File: config.mk
export PLATFORM = sky130hd
export DESIGN_NAME = period_meter_flat
export DESIGN_NICKNAME = d
export VERILOG_FILES = /design/src/rtl/period_meter_if.sv /design/src/rtl/period_meter.sv /design/src/flat_wrapper.sv
export SDC_FILE = /design/constraint.sdc
export NUM_CORES = 1
export LEC_CHECK = 0
export BUFFER_PORTS_ARGS = -buffer_cell sky130_fd_sc_hd__buf_2
export CORE_UTILIZATION = 37
export DETAILED_ROUTE_END_ITERATION = 6
export MAX_ROUTING_LAYER = met4
export PLACE_DENSITY_LB_ADDON = 0.1
export SKIP_LAST_GASP = 1
export SYNTH_ARGS = -nofsm -noshare
export SYNTH_HDL_FRONTEND = slang
export SYNTH_SLANG_ARGS = --single-unit
File: constraint.sdc
create_clock -name clk -period 3.7 [get_ports clk]
set_clock_uncertainty 0.1 [all_clocks]
set_input_delay 0.74 -clock clk [delete_from_list [all_inputs] [get_ports clk]]
set_output_delay 0.74 -clock clk [all_outputs]
set_load 0.02 [all_outputs]
File: src/rtl/period_meter_if.sv
// Result port of period_meter: registered period + ovf flag under a valid/ready handshake.
// The producer keeps period and ovf stable for as long as period_valid is high.
interface period_meter_if #(
   parameter int WIDTH = 16
);
   logic [WIDTH-1:0] period;
   logic             period_valid;
   logic             ovf;
   logic             result_ready;

   modport master (
      output period,
      output period_valid,
      output ovf,
      input  result_ready
   );

   modport slave (
      input  period,
      input  period_valid,
      input  ovf,
      output result_ready
   );
endinterface

File: src/rtl/period_meter.sv
// Counts enable ticks between rising edges of sig_in; result registered 1 cycle after the detected edge, held until result_ready.
// A capture arriving while a held result is not being accepted is dropped and flags overrun; PERIOD_METER_SYNC_EN adds a 2-flop sig_in synchronizer.
module period_meter #(
   parameter int WIDTH = 16
) (
   input  logic           clk,
   input  logic           reset_n,
   input  logic           enable,
   input  logic           sig_in,
   input  logic           start,
   input  logic           stop,
   period_meter_if.master res,
   output logic           overrun,
   output logic           busy
);
   typedef enum logic [1:0] {
      IDLE,
      ARM,
      MEAS
   } state_t;

   localparam logic [WIDTH-1:0] CNT_MAX = '1;
   localparam logic [WIDTH-1:0] CNT_ONE = WIDTH'(1);

   state_t           state;
   logic [WIDTH-1:0] cnt;
   logic             ovf_cnt;
   logic [WIDTH-1:0] period_q;
   logic             period_valid_q;
   logic             ovf_q;
   logic             sig_s;
   logic             sig_q;
   logic             rise;
   logic [WIDTH-1:0] cnt_first;
   logic             capture_ok;

`ifdef PERIOD_METER_SYNC_EN
   logic [1:0] sync_ff;

   always_ff @(posedge clk or negedge reset_n) begin
      if (!reset_n) begin
         sync_ff <= 2'b00;
      end else begin
         sync_ff <= {sync_ff[0], sig_in};
      end
   end

   assign sig_s = sync_ff[1];
`else
   assign sig_s = sig_in;
`endif

   always_ff @(posedge clk or negedge reset_n) begin
      if (!reset_n) begin
         sig_q <= 1'b0;
      end else begin
         sig_q <= sig_s;
      end
   end

   assign rise       = sig_s & ~sig_q;
   // The edge cycle itself is the first tick of the next period.
   assign cnt_first  = enable ? CNT_ONE : '0;
   assign capture_ok = !period_valid_q || res.result_ready;

   always_ff @(posedge clk or negedge reset_n) begin
      if (!reset_n) begin
         state          <= IDLE;
         busy           <= 1'b0;
         cnt            <= '0;
         ovf_cnt        <= 1'b0;
         period_q       <= '0;
         period_valid_q <= 1'b0;
         ovf_q          <= 1'b0;
         overrun        <= 1'b0;
      end else begin
         if (period_valid_q && res.result_ready) begin
            period_valid_q <= 1'b0;
         end

         if (stop) begin
            state   <= IDLE;
            busy    <= 1'b0;
            cnt     <= '0;
            ovf_cnt <= 1'b0;
         end else if (start) begin
            state          <= ARM;
            busy           <= 1'b1;
            cnt            <= '0;
            ovf_cnt        <= 1'b0;
            period_valid_q <= 1'b0;
            ovf_q          <= 1'b0;
            overrun        <= 1'b0;
         end else begin
            case (state)
               IDLE: begin
               end
               ARM: begin
                  if (rise) begin
                     state   <= MEAS;
                     cnt     <= cnt_first;
                     ovf_cnt <= 1'b0;
                  end
               end
               MEAS: begin
                  if (rise) begin
                     // Accepting the held result this cycle frees the slot for the new one.
                     if (capture_ok) begin
                        period_q       <= cnt;
                        ovf_q          <= ovf_cnt;
                        period_valid_q <= 1'b1;
                     end else begin
                        overrun <= 1'b1;
                     end
                     cnt     <= cnt_first;
                     ovf_cnt <= 1'b0;
                  end else if (enable) begin
                     if (cnt == CNT_MAX) begin
                        ovf_cnt <= 1'b1;
                     end else begin
                        cnt <= cnt + CNT_ONE;
                     end
                  end
               end
               default: begin
                  state <= IDLE;
                  busy  <= 1'b0;
               end
            endcase
         end
      end
   end

   assign res.period       = period_q;
   assign res.period_valid = period_valid_q;
   assign res.ovf          = ovf_q;
endmodule

File: src/flat_wrapper.sv
// flat-port wrapper written by rule: the top's interface ports become plain ports
module period_meter_flat 
#(
   parameter int WIDTH = 16
)
  (clk, reset_n, enable, sig_in, start, stop, overrun, busy, res_period, res_period_valid, res_ovf, res_result_ready);
  period_meter_if #(.WIDTH(WIDTH)) res_i ();
  input  logic clk;
  input  logic reset_n;
  input  logic enable;
  input  logic sig_in;
  input  logic start;
  input  logic stop;
  output logic overrun;
  output logic busy;
  output wire logic [$bits(res_i.period)-1:0] res_period;
  output wire logic [$bits(res_i.period_valid)-1:0] res_period_valid;
  output wire logic [$bits(res_i.ovf)-1:0] res_ovf;
  input wire logic [$bits(res_i.result_ready)-1:0] res_result_ready;
  assign res_period = res_i.period;
  assign res_period_valid = res_i.period_valid;
  assign res_ovf = res_i.ovf;
  assign res_i.result_ready = res_result_ready;
  period_meter #(.WIDTH(WIDTH)) u_core (.clk(clk), .reset_n(reset_n), .enable(enable), .sig_in(sig_in), .start(start), .stop(stop), .res(res_i), .overrun(overrun), .busy(busy));
endmodule
# Word-level counts from Yosys, hierarchy flattened
# Cells that the tools add are included.
[op_classes]
n_addsub = 1
n_eq_ne = 10
muxes = 36
bitwise = 4
n_reduce_logical = 16
[op_table]
columns = ["op", "n"]
rows = [
  ["16-bit two-way mux", 6],
  ["16-bit case mux with 2 select lines", 1],
  ["1-bit two-way mux", 24],
  ["16-bit by 1-bit adder with 16-bit output, second input constant", 1],
  ["16-bit equality test, second input constant", 1],
  ["4-bit AND reduction", 4],
  ["5-bit by 4-bit inequality test with 1-bit output, second input constant", 2],
  ["2-bit two-way mux", 3],
  ["3-bit by 1-bit inequality test with 1-bit output, second input constant", 2],
  ["2-bit nonzero test", 3],
  ["5-bit by 3-bit inequality test with 1-bit output, second input constant", 1],
  ["5-bit AND reduction", 1],
  ["4-bit by 3-bit inequality test with 1-bit output, second input constant", 1],
  ["2-bit case mux with 2 select lines", 1],
  ["4-bit nonzero test", 1],
  ["1-bit inverter", 3],
  ["3-bit OR reduction", 1],
  ["2-bit by 1-bit equality test with 1-bit output, second input constant", 1],
  ["2-bit equality test, second input constant", 1],
  ["2-bit logical NOT", 1],
  ["2-bit inequality test, second input constant", 1],
  ["1-bit case mux with 2 select lines", 1],
  ["2-bit AND reduction", 1],
  ["2-bit OR reduction", 1],
  ["4 further kinds", 4],
]
[totals]
register_bits = 40
input_bits = 7
output_inout_bits = 20
elab_cells = 76

# Logic depth before layout (Yosys ltp)
# Gate-level depths: netlist of the first run.
[logic_depth]
ltp_word = 7
mapped_depth = 11
depth_no_buf = 7

# Worst setup path after synthesis of the first run
# No wires, ideal clock.
[synth_timing]
path_type = "input to register"
from = "in start"
to = "reg u_core.period_q[0] (netlist: u_core.res.period[0])"
setup_time_ns = 0.125
t_arrival_ns = 2.046
t_required_ns = 3.475
path_slack_ns = 1.429
path_stages = 5
n_path_buf = 2
path_cell_list = "or2_1 buf_6 nor2_1 buf_2 mux2_2"
[synth_via]
elab_chain_cells = 2
[synth_lines]
columns = ["element", "line", "rtl"]
rows = [
  ["start, declared", "flat_wrapper.sv:12", "input logic start;"],
  ["1-bit inverter (no line)", "-", ""],
  ["5-bit AND reduction (no line)", "-", ""],
  ["end signal, assigned", "period_meter.sv:109", "period_q <= cnt;"],
  ["end, declared", "period_meter.sv:28", "logic [WIDTH-1:0] period_q;"],
]
# Every way passes these cells.
# A chain may end at the register's enable or synchronous reset.

# Worst setup path in the final report of the first run
[layout_timing]
from = "in start"
to = "reg u_core.cnt[15]"
[layout_via]
elab_chain_cells = 2
word_cells_on_any_way = 7
classes_between = "eq/ne: 3; mux: 2; reduce/logical: 2"
[layout_lines]
columns = ["element", "line", "rtl"]
rows = [
  ["5-bit by 4-bit inequality test with 1-bit output (no line), or another cell as far along", "-", ""],
  ["4-bit AND reduction (no line) or 16-bit two-way mux (tied branches)", "-", ""],
  ["end signal, assigned", "period_meter.sv:101", "cnt <= cnt_first;"],
  ["end signal, assigned", "period_meter.sv:115", "cnt <= cnt_first;"],
  ["end signal, assigned", "period_meter.sv:121", "cnt <= cnt + CNT_ONE;"],
  ["end, declared", "period_meter.sv:26", "logic [WIDTH-1:0] cnt;"],
]
# Parallel ways exist; a longest one is shown, timed or not.

==> results of run 1 <==
==> layer usage <==
metal | vias to the layer above | wire (um) | track usage, %
li1 | 748 | - | -
met1 | 745 | 1996 | 22.94
met2 | 38 | 2062 | 24.98
met3 | 2 | 180 | 4.365
met4 | 0 | 27 | 5.967
met5 | - | 0 | -
==> area by class of cell <==
type,instances,area share (%)
clock buffers,6,3.161
clock inverters,2,1.526
repair buffers,29,6.648
inverters,4,0.6540
multi-input cells,135,40.60
flip-flops and latches,40,43.60
well taps,70,3.815
==> flip-flops by register name, summed over array words and instances (netlist names) <==
register                 cells
u_core.cnt                  16
u_core.res.period           16
u_core.state                 2
u_core.busy                  1
u_core.overrun               1
u_core.ovf_cnt               1
u_core.res.ovf               1
u_core.res.period_valid      1
u_core.sig_q                 1
==> cell usage after synthesis <==
cell	count
and2_1	3
o21ai_0	4
nor4bb_1	1
nand2b_1	3
or3_1	2
nor3b_1	1
buf_4	1
or4_1	9
and4_1	2
ha_1	5
inv_1	4
and3_1	3
nor3_1	4
buf_2	3
nor4_2	1
nand3b_1	2
mux2i_1	3
and2b_1	2
o21a_1	3
a311oi_1	1
nor2_1	12
mux2_2	16
nand2_1	10
buf_6	3
nand4_1	2
or2_1	2
dfrtp_1	40
a211oi_2	1
nand3_1	12
clkbuf_1	3
o21ba_2	1
o31a_1	2
nor4_1	3
a21oi_1	16
o31ai_1	8
a211oi_1	1
==> logic make-up (layout without fill, tap and decap cells) <==
family | after synthesis | in the layout | share of synthesized area, %
AOI/OAI and AO/OA | 37 | 37 | 11.86
adders and majority gates | 5 | 5 | 3.104
buffers and inverters | 14 | 41 | 4.096
DFF | 40 | 40 | 49.66
muxes | 19 | 19 | 10.43
and+or+nand+nor | 74 | 74 | 20.86
==> how the worst max path moves through the flow <==
stage | from | end | depth (start not counted)
after global placement | start | u_core.cnt[2] | 6
after detailed placement | start | u_core.cnt[15] | 6
after CTS | u_core.state[0] | u_core.cnt[15] | 7
after global routing | u_core.state[0] | u_core.cnt[15] | 7
final | start | u_core.cnt[15] | 6
after floorplan | start | u_core.res.period[0] | 5
==> power breakdown <==
| part | internal (mW) | switching, mW | total [mW] | leakage [nW] |
|---|---|---|---|---|
| Clock | 0.200 | 0.151 | 0.351 | 0.0552 |
| Combinational | 0.0124 | 0.0341 | 0.0464 | 0.448 |
| Sequential | 0.440 | 0.00285 | 0.443 | 0.553 |
==> impl_results.md, run 1 <==
- Initial Util: between 30% and 40%
- First-pass GRT wire length: between 6000 and 7000 um
- Highest-count cells in the layout ignoring fill and taps: dfrtp_1, buf_2, a21oi_1, mux2_2
- Peak Freq: 365.3 MHz
- Cell Area, Synth: between 2000 and 2500 um^2
- Yosys cell types: 36
- Iter 0 DRT Violations: a little over 90
- Setup Crit Path Kind: primary input to flip-flop
- Die width: between 70 and 80 um
- Worst Path Buf+Inv: 1
- Hold Vio Cnt, Final: 0
- Worst-path clk slew: 70 ps
- Largest net degree at the start of global routing: 41
- Reg2reg path depth: 7
- Worst min path class: flip-flop to flip-flop
- Slew Limit Headroom: between 40% and 50%
- FILL cells: between 400 and 500
- Non-Filler Instances: between 200 and 300
- Setup Fix Bufs, Post-CTS: 0
- HPWL after DPL: 3033 um
- Crit-path leading delay family: simple AND/OR/NAND/NOR gates
- Slowest-stage cell, CP: or2_1
- Htree depth: 2
- Total GRT Usage: 17.10%
- VDD IR-drop max: 0.2404 mV
- Pre-antenna DRT Iters: 4
- Hold Path Cell Cnt: 1
- Max clock buf depth: 2
- Setup crit end kind: flip-flop
- Total gr overflow: 0
- Total CTS buffers: 5
- Drt drc: 0
- Routed vias/inst: between 5 and 6
- Detailed Route WL: around 4300 um
- Dominant cells by area after synthesis: dfrtp_1, mux2_2, a21oi_1
- Slew @ Worst Pin: 880.1 ps
- Area of the multi-input gates: 932.1 um^2
- IO Port Bufs: 26
- Register area share after synthesis: about 50%
- Dpl cells: 278
- Worst Hold End: u_core.res.period[5]
- Lkg Pwr: ~1.1 nW
- CP most frequent cell: or2_1
- Die Span Y: 75.81 um
- Most common cell after layout, fill and taps aside: dfrtp_1
- RR Endpoint: u_core.cnt[15]
- Arrival time of the worst setup path: roughly 2800 ps
- Antenna Violating Nets Remaining: 0
- CP startpoint kind: primary input
- Tot Pwr: around 0.84 mW
- Worst R2R Setup Slack: around 970 ps
- Mean Syn Cell Area: about 11 um^2
- IO Count: 27
- Synth top area share: 49.66%
- Clock root buffer: clkbuf_8
- Hold Crit Start: u_core.res.period[5]
- Worst skew pair latency: around 290 ps
- ANT cells: 0
- Seq cells post-synth: 40
- Register area: 1001 um^2
- Placed Area: about 2200 um^2
- Setup TNS: 0 ps
- Slowest stage delay, CP: ~660 ps
- Final Max Tran Viols: 0
- Vias in the first global route: 1413
- CTS tree: yes
- Initial antenna violation count: 0
- Design area: 2296 um^2
- Vias: approximately 1500
- Share of cells above drive strength 1: approximately a quarter
- Synth area leader: dfrtp_1
- Critical path cell sequence: buf_2 -> or2_1 -> a211oi_2 -> or2_1 -> nor2_1 -> nor3_1
- Outcome: finished, final reports clean
- Final #Nets: 227
- Final min period: 2737 ps
- Pre-CTS WS: 693.5 ps
- Hold slack final: 403.2 ps
- Avg WL per Cell: around 15 um
- Hold Buf Count CTS: 0
- Fin crit share: approximately three quarters
- PD cells: 365.9 nW/um^2
- Worst-path maximum fanout: 26
- Max_cap viols: 0
- Die ar.: 5747 um^2
- CTS Sinks: 40
- Required time of the critical path: ~3800 ps
- Final design utilization: about 44%
- R2r startpoint: u_core.state[0]
- Final Wtd Congestion: 0.8439
- RSZ-0062 raised after global routing: no
- Area grow syn2layout: 13.90%
- Post-synthesis cell count: 189
- Syn Nets: around 200
- Final setup viols: 0
- Post_cts resized: 0
- Core ar.: between 5000 and 6000 um^2
- Setup WS post-layout: roughly 960 ps
- Yosys synthesis warning count: 0
- Std-Cell Rows: 26
Power figures use the tool's default switching activity.
==> run 2: changes to the inputs <==
==> constraint.sdc (replaced) <==
create_clock -name clk -period 2.4 [get_ports clk]
set_clock_uncertainty 0.1 [all_clocks]
set_input_delay 0.48 -clock clk [delete_from_list [all_inputs] [get_ports clk]]
set_output_delay 0.48 -clock clk [all_outputs]
set_load 0.02 [all_outputs]
==> impl_results.md, run 2 (synthesized netlist as in run 1, its figures left out) <==
- Antenna Violating Nets Remaining: 0 (unchanged)
- R2r startpoint: u_core.state[1]
- Total gr overflow: 0 (unchanged)
- Reg2reg path depth: 8 (+1)
- Crit-path leading delay family: simple AND/OR/NAND/NOR gates
- Final Wtd Congestion: 0.8878 (+5.2%)
- RR Endpoint: u_core.cnt[12]
- Worst min path class: primary input to asynchronous set/reset pin
- Outcome: finished, final reports clean
- Drt drc: 0 (unchanged)
- Setup Fix Bufs, Post-CTS: 0 (unchanged)
- IO Port Bufs: 26 (unchanged)
- Final setup viols: 0 (unchanged)
- Std-Cell Rows: 26 (unchanged)
- VDD IR-drop max: 0.2191 mV (-8.9%)
- Hold Buf Count CTS: 0 (unchanged)
- Initial antenna violation count: 0 (unchanged)
- CTS tree: yes
- Max_cap viols: 0 (unchanged)
- Htree depth: 2 (unchanged)
- Max clock buf depth: 2 (unchanged)
- Die width: 75.81 um (unchanged)
- CP Depth: 8 (+2)
- Pre-antenna DRT Iters: 4 (unchanged)
- Clock root buffer: clkbuf_8
- Vias: 1547 (+0.91%)
- Slowest stage delay, CP: 500 ps (-160 ps)
- Setup Crit Path Kind: flip-flop to flip-flop
- Worst skew pair latency: 290 ps (about the same)
- RSZ-0062 raised after global routing: no
- Die Span Y: 75.81 um (unchanged)
- ANT cells: 0 (unchanged)
- Largest net degree at the start of global routing: 28 (-32%)
- Critical path cell sequence: inv_1 -> ha_1 -> inv_1 -> a211oi_2 -> or2_1 -> buf_4 -> or4_1 -> a21oi_1
- CTS Sinks: 40 (unchanged)
- Routed vias/inst: 5.226 (-2.5%)
- Fin crit share: between 90% and 100%
- Worst-path maximum fanout: 21 (-19%)
- Post_cts resized: 0 (unchanged)
- FILL cells: 498 (+0.61%)
- Share of cells above drive strength 1: 28.32% (+2.9 points)
- Worst Setup SP: u_core.state[1]
- CP startpoint kind: flip-flop
- Final min period: between 2000 and 2500 ps
- PD cells: 518.6 nW/um^2 (+42%)
- Worst Path Buf+Inv: 3 (+2)
- Setup crit end kind: flip-flop
- Avg WL per Cell: 14.37 um (-3.7%)
- HPWL after DPL: 3163 um (+4.3%)
- Setup TNS: 0 ps (unchanged)
- Highest-count cells in the layout ignoring fill and taps: dfrtp_1, buf_2, a21oi_1, mux2_2, buf_4
- Slowest-stage cell, CP: or4_1
- Most common cell after layout, fill and taps aside: dfrtp_1
- Worst R2R Setup Slack: 170 ps (-800 ps)
- Hold Vio Cnt, Final: 0 (unchanged)
- CP most frequent cell: inv_1
- Total CTS buffers: 5 (unchanged)
- Core ar.: 5172 um^2 (unchanged)
- IO Count: 27 (unchanged)
- Initial Util: 38.97% (unchanged)
- Lkg Pwr: 1.097 nW (+3.8%)
- Slew Limit Headroom: 58.01% (+17 points)
- Iter 0 DRT Violations: 76 (-16%)
- Required time of the critical path: 2510 ps (-1290 ps)
- Total GRT Usage: 17.71% (+0.61 points)
- Final design utilization: 45.50% (+1.1 points)
- Vias in the first global route: 1504 (+6.4%)
- Area grow syn2layout: 16.76%
- Crit path to: u_core.cnt[12]
- Slew @ Worst Pin: 629.8 ps (-250.2 ps)
- First-pass GRT wire length: 7245 um (+3.9%)
- Worst-path clk slew: 70 ps (about the same)
- Arrival time of the worst setup path: 2340 ps (-500 ps)
- Die ar.: 5747 um^2 (unchanged)
- Final #Nets: 237 (+4.4%)
- Peak Freq: about 450 MHz
- Final Max Tran Viols: 0 (unchanged)
- Detailed Route WL: 4253 um (-0.30%)
## run 2: cell count changes in the layout (fill, tap and decap cells not counted), sizes merged
cell    previous run  this run
bufinv             1         0
clkinv             1         0
clkbuf             6         8
buf               29        39
## run 2: how the worst min path moves through the flow
stage,startpoint,to,slack [ps],depth (start not counted)
floorplan,reset_n,u_core.busy,80,0
global placement,u_core.res.period[3],u_core.res.period[3],380,1
detailed placement,u_core.res.period[3],u_core.res.period[3],390,1
CTS,reset_n,u_core.res.period[12],120,1
global route,reset_n,u_core.res.period[12],140,1
finish,reset_n,u_core.res.period[12],100,1
## run 2: through the flow
stage | hold WS, ps | setup WS [ps] | cell area, um^2 | power [mW] | instances
final | 100.8 | 169.6 | 2354 | 1.220 | 296
after global placement | 384.5 | 187.4 | 2263 | 0.7745 | 288
after global routing | 140.4 | 3.323 | 2354 | 1.280 | 296
after detailed placement | 392.3 | 121.7 | 2263 | 0.7768 | 288
after CTS | 124.3 | 165.8 | 2354 | 1.237 | 296
after floorplan | 84.41 | 200.5 | 2016 | 0.7433 | 189
## run 2: final cells by class
cell class,count,area [um^2],area share (%)
timing repair buffer,39,227.7,9.676
clock buffer,8,90.09,3.828
sequential,40,1001,42.53
tap,70,87.58,3.721
multi-input combinational,135,932.1,39.61
inverter,4,15.01,0.6380
## run 2: metal layers
layer / wire length, um / up-vias / GRT usage (%) / share of wire, %
met5: 0 / - / - / 0
met1: 1970 / 741 / 22.46 / 46
met4: 65 / 0 / 6.996 / 1.5
met2: 2064 / 32 / 27.14 / 49
li1: - / 768 / - / -
met3: 153 / 6 / 4.365 / 3.6
## run 2: where the power goes
group	internal (mW)	switching, mW	leakage [nW]
registers	0.678	0.00427	0.553
logic	0.0257	0.0530	0.498
clock network	0.234	0.225	0.0455
==> run 3: changes to the inputs <==
--- a/config.mk
+++ b/config.mk
@@ -5,8 +5,9 @@
 export SDC_FILE = /design/constraint.sdc
 export NUM_CORES = 1
 export LEC_CHECK = 0
+export ABC_AREA = 1
 export BUFFER_PORTS_ARGS = -buffer_cell sky130_fd_sc_hd__buf_2
-export CORE_UTILIZATION = 37
+export CORE_UTILIZATION = 30
 export DETAILED_ROUTE_END_ITERATION = 6
 export MAX_ROUTING_LAYER = met4
 export PLACE_DENSITY_LB_ADDON = 0.1
==> constraint.sdc (replaced) <==
create_clock -name clk -period 2.7 [get_ports clk]
set_clock_uncertainty 0.1 [all_clocks]
set_input_delay 0.54 -clock clk [delete_from_list [all_inputs] [get_ports clk]]
set_output_delay 0.54 -clock clk [all_outputs]
set_load 0.02 [all_outputs]
==> impl_results.md, run 3 <==
- Sequential share of power: 54.6% (-1.3 points)
- Post_cts resized: 0 (unchanged)
- Die Span Y: 84.66 um (+12%)
- Seq cells post-synth: 40 (unchanged)
- CP startpoint kind: flip-flop
- VDD IR-drop max: 0.2123 mV (-3.1%)
- Post-synth ARST share: 100.0% (unchanged)
- First-pass GRT wire length: 8121 um (+12%)
- Most common cell after layout, fill and taps aside: nand2_1
- Peak Freq: 454.7 MHz (+1.4%)
- Cell Area, Synth: 2049 um^2 (+1.7%)
- Final min period: 2199 ps (-30.98 ps)
- HPWL after DPL: 3198 um (+1.1%)
- Dominant cells by area after synthesis: dfrtp_1, nand2_1, nor2_1
- Register area share after synthesis: 48.84% (-0.82 points)
- Total CTS buffers: 5 (unchanged)
- Total gr overflow: 0 (unchanged)
- Yosys synthesis warning count: 0 (unchanged)
- Clock power share: 38.1% (+0.5 points)
- Hold Vio Cnt, Final: 0 (unchanged)
- Arrival time of the worst setup path: 2340 ps (about the same)
- Setup TNS: 0 ps (unchanged)
- Fin crit share: 81.46% (-11 points)
- Internal: 0.8289 mW (-12%)
- Slowest-stage cell, CP: dfrtp_1
- IO Port Bufs: 26 (unchanged)
- ANT cells: 0 (unchanged)
- Syn Nets: 276 (+37%)
- Required time of the critical path: 2840 ps (+330 ps)
- Initial Util: 31.73% (-7.2 points)
- Setup Fix Bufs, Post-CTS: 0 (unchanged)
- Post-synthesis cell count: 264 (+40%)
- Area grow syn2layout: 15.14%
- Crit-path leading delay family: simple AND/OR/NAND/NOR gates
- Final Wtd Congestion: 0.8157 (-8.1%)
- Worst min path class: primary input to asynchronous set/reset pin
- Vias in the first global route: 1638 (+8.9%)
- Die width: 84.66 um (+12%)
- Drt drc: 0 (unchanged)
- CP Depth: 10 (+2)
- Max clock buf depth: 2 (unchanged)
- Final design utilization: 36.54% (-9.0 points)
- EDFF count, synth: 0 (unchanged)
- Most used DFF post-synth: dfrtp_1
- IO Count: 27 (unchanged)
- Top Layer Used: met4
- Synth cell count leaders: nand2_1, nor2_1, dfrtp_1, inv_1, o21ai_0
- Routed vias/inst: 4.475 (-14%)
- Htree depth: 2 (unchanged)
- Avg WL per Cell: 12.13 um (-16%)
- Vias: 1669 (+7.9%)
- WL met2: 1832 um (-11%)
- Lkg Pwr: 1.167 nW (+6.4%)
- Share of cells above drive strength 1: 16.22% (-12 points)
- RSZ-0062 raised after global routing: no
- Worst-path clk slew: 80 ps (about the same)
- Antenna Violating Nets Remaining: 0 (unchanged)
- Die ar.: 7166 um^2 (+25%)
- Slew @ Worst Pin: 482.7 ps (-147.1 ps)
- Setup crit end kind: flip-flop
- Worst Path Buf+Inv: 2 (-1)
- CTS tree: yes
- Worst skew pair latency: 300 ps (about the same)
- Setup Crit Path Kind: flip-flop to flip-flop
- Mean Syn Cell Area: 7.763 um^2 (-27%)
- Worst-path maximum fanout: 13 (-38%)
- Logic pwr share: 7.3% (+0.9 points)
- Wire length on met1: 2458 um (+25%)
- Synth area leader: dfrtp_1
- Highest-count cells in the layout ignoring fill and taps: nand2_1, nor2_1, inv_1, dfrtp_1
- Slew Limit Headroom: 67.74% (+9.7 points)
- Switching power: 0.2857 mW (+1.4%)
- Max_cap viols: 0 (unchanged)
- Outcome: finished, final reports clean
- Hold Buf Count CTS: 0 (unchanged)
- Final Max Tran Viols: 0 (unchanged)
- Largest net degree at the start of global routing: 22 (-21%)
- CTS Sinks: 40 (unchanged)
- Cell with the most instances after synthesis: nand2_1
- WL met3: 145 um (-5.2%)
- Core ar.: 6459 um^2 (+25%)
- Pre-antenna DRT Iters: 7 (+3)
- Detailed Route WL: 4526 um (+6.4%)
- Clock root buffer: clkbuf_8
- PD cells: 472.3 nW/um^2 (-8.9%)
- Total GRT Usage: 15.16% (-2.5 points)
- Switch share: 25.63% (+2.5 points)
- Critical path cell sequence: inv_1 -> ha_1 -> inv_1 -> nor2_1 -> nand2_1 -> nor2_1 -> nor2_4 -> nand2_1 -> o21ai_0 -> a21oi_1
- Yosys cell types: 26 (-28%)
- Final setup viols: 0 (unchanged)
- Final #Nets: 307 (+30%)
- Std-Cell Rows: 29 (+12%)
- Iter 0 DRT Violations: 106 (+39%)
- Reg2reg path depth: 10 (+2)
- Synth top area share: 48.84% (-0.82 points)
- Slowest stage delay, CP: 400 ps (-100 ps)
- Initial antenna violation count: 0 (unchanged)
run 3: cell count changes in the layout (fill, tap and decap cells not counted), moves of 4 or more:
cell | before | now
nand2_1 | 10 | 62
nor2_1 | 12 | 41
o31ai_1 | 8 | 2
o21ai_1 | 0 | 4
or4_1 | 9 | 0
a21oi_1 | 16 | 2
buf_4 | 13 | 3
inv_1 | 4 | 40
o21ai_0 | 4 | 26
mux2_2 | 16 | 1
nand4_1 | 2 | 7
run 3: final cells by class:
| type | count | area [um^2] |
|---|---|---|
| inverters | 41 | 153.9 |
| well taps | 77 | 96.34 |
| fillers | 691 | 4099 |
| repair buffers | 29 | 152.6 |
| flip-flops and latches | 40 | 1001 |
| clock inverters | 2 | 10.01 |
| multi-input cells | 178 | 863.3 |
| clock buffers | 6 | 82.58 |
run 3: cell families (layout without fill, tap and decap cells):
family / Yosys count / after routing / share of synthesized area [%]
simple gates: 137 / 137 / 29.67
buf+inv: 46 / 78 / 9.035
flops: 40 / 40 / 48.84
compound gates: 35 / 35 / 8.852
fa+ha+maj: 5 / 5 / 3.053
mux: 1 / 1 / 0.5494
run 3: metrics by stage:
stage / worst slack (ps) / instances / instance area [um^2] / hold WS, ps / power, mW
3_5_place_dp: 490.7 / 365 / 2267 / 362.5 / 0.7038
4_1_cts: 506.1 / 373 / 2360 / 94.58 / 1.139
5_1_grt: 209.9 / 373 / 2360 / 105.1 / 1.174
3_3_place_gp: 553.3 / 365 / 2267 / 361.7 / 0.7031
2_1_floorplan: 929.8 / 264 / 2049 / 144.4 / 0.6714
6_report: 500.6 / 373 / 2360 / 75.22 / 1.115
run 3: final timing paths:
check                                     startpoint                   end  slack, ps
worst min-delay path                         reset_n  u_core.res.period[1]         80
worst max register to register       u_core.state[0]         u_core.cnt[4]        500
worst min register to register  u_core.res.period[5]  u_core.res.period[5]        380
worst max-delay path                 u_core.state[0]         u_core.cnt[4]        500
min in group clk                              sig_in          u_core.sig_q        260
max in group asynchronous                    reset_n        u_core.cnt[13]       1760
run 3: power by group through the flow:
stage | Clock (mW) | Sequential (mW) | Combinational, mW
6_report | 0.425 | 0.608 | 0.0817
5_1_grt | 0.470 | 0.609 | 0.0948
4_1_cts | 0.447 | 0.608 | 0.0835
3_5_place_dp | 0 | 0.620 | 0.0835
3_3_place_gp | 0 | 0.620 | 0.0829
2_1_floorplan | 0 | 0.622 | 0.0490
run 3: routing by layer:
metal / GRT usage [%] / vias to the layer above
li1: - / 892
met1: 21.09 / 737
met2: 20.69 / 32
met3: 3.638 / 8
met4: 6.934 / 0
met5: - / -
run 3: worst register-to-register path: cells and delay by family, from the launching register on:
family,cells,cell delay (ps)
AND/OR/NAND/NOR,5,900
flip-flops,1,400
AO/OA/AOI/OAI,2,290
adder cells (fa/ha/maj),1,240
buffers and inverters,2,210
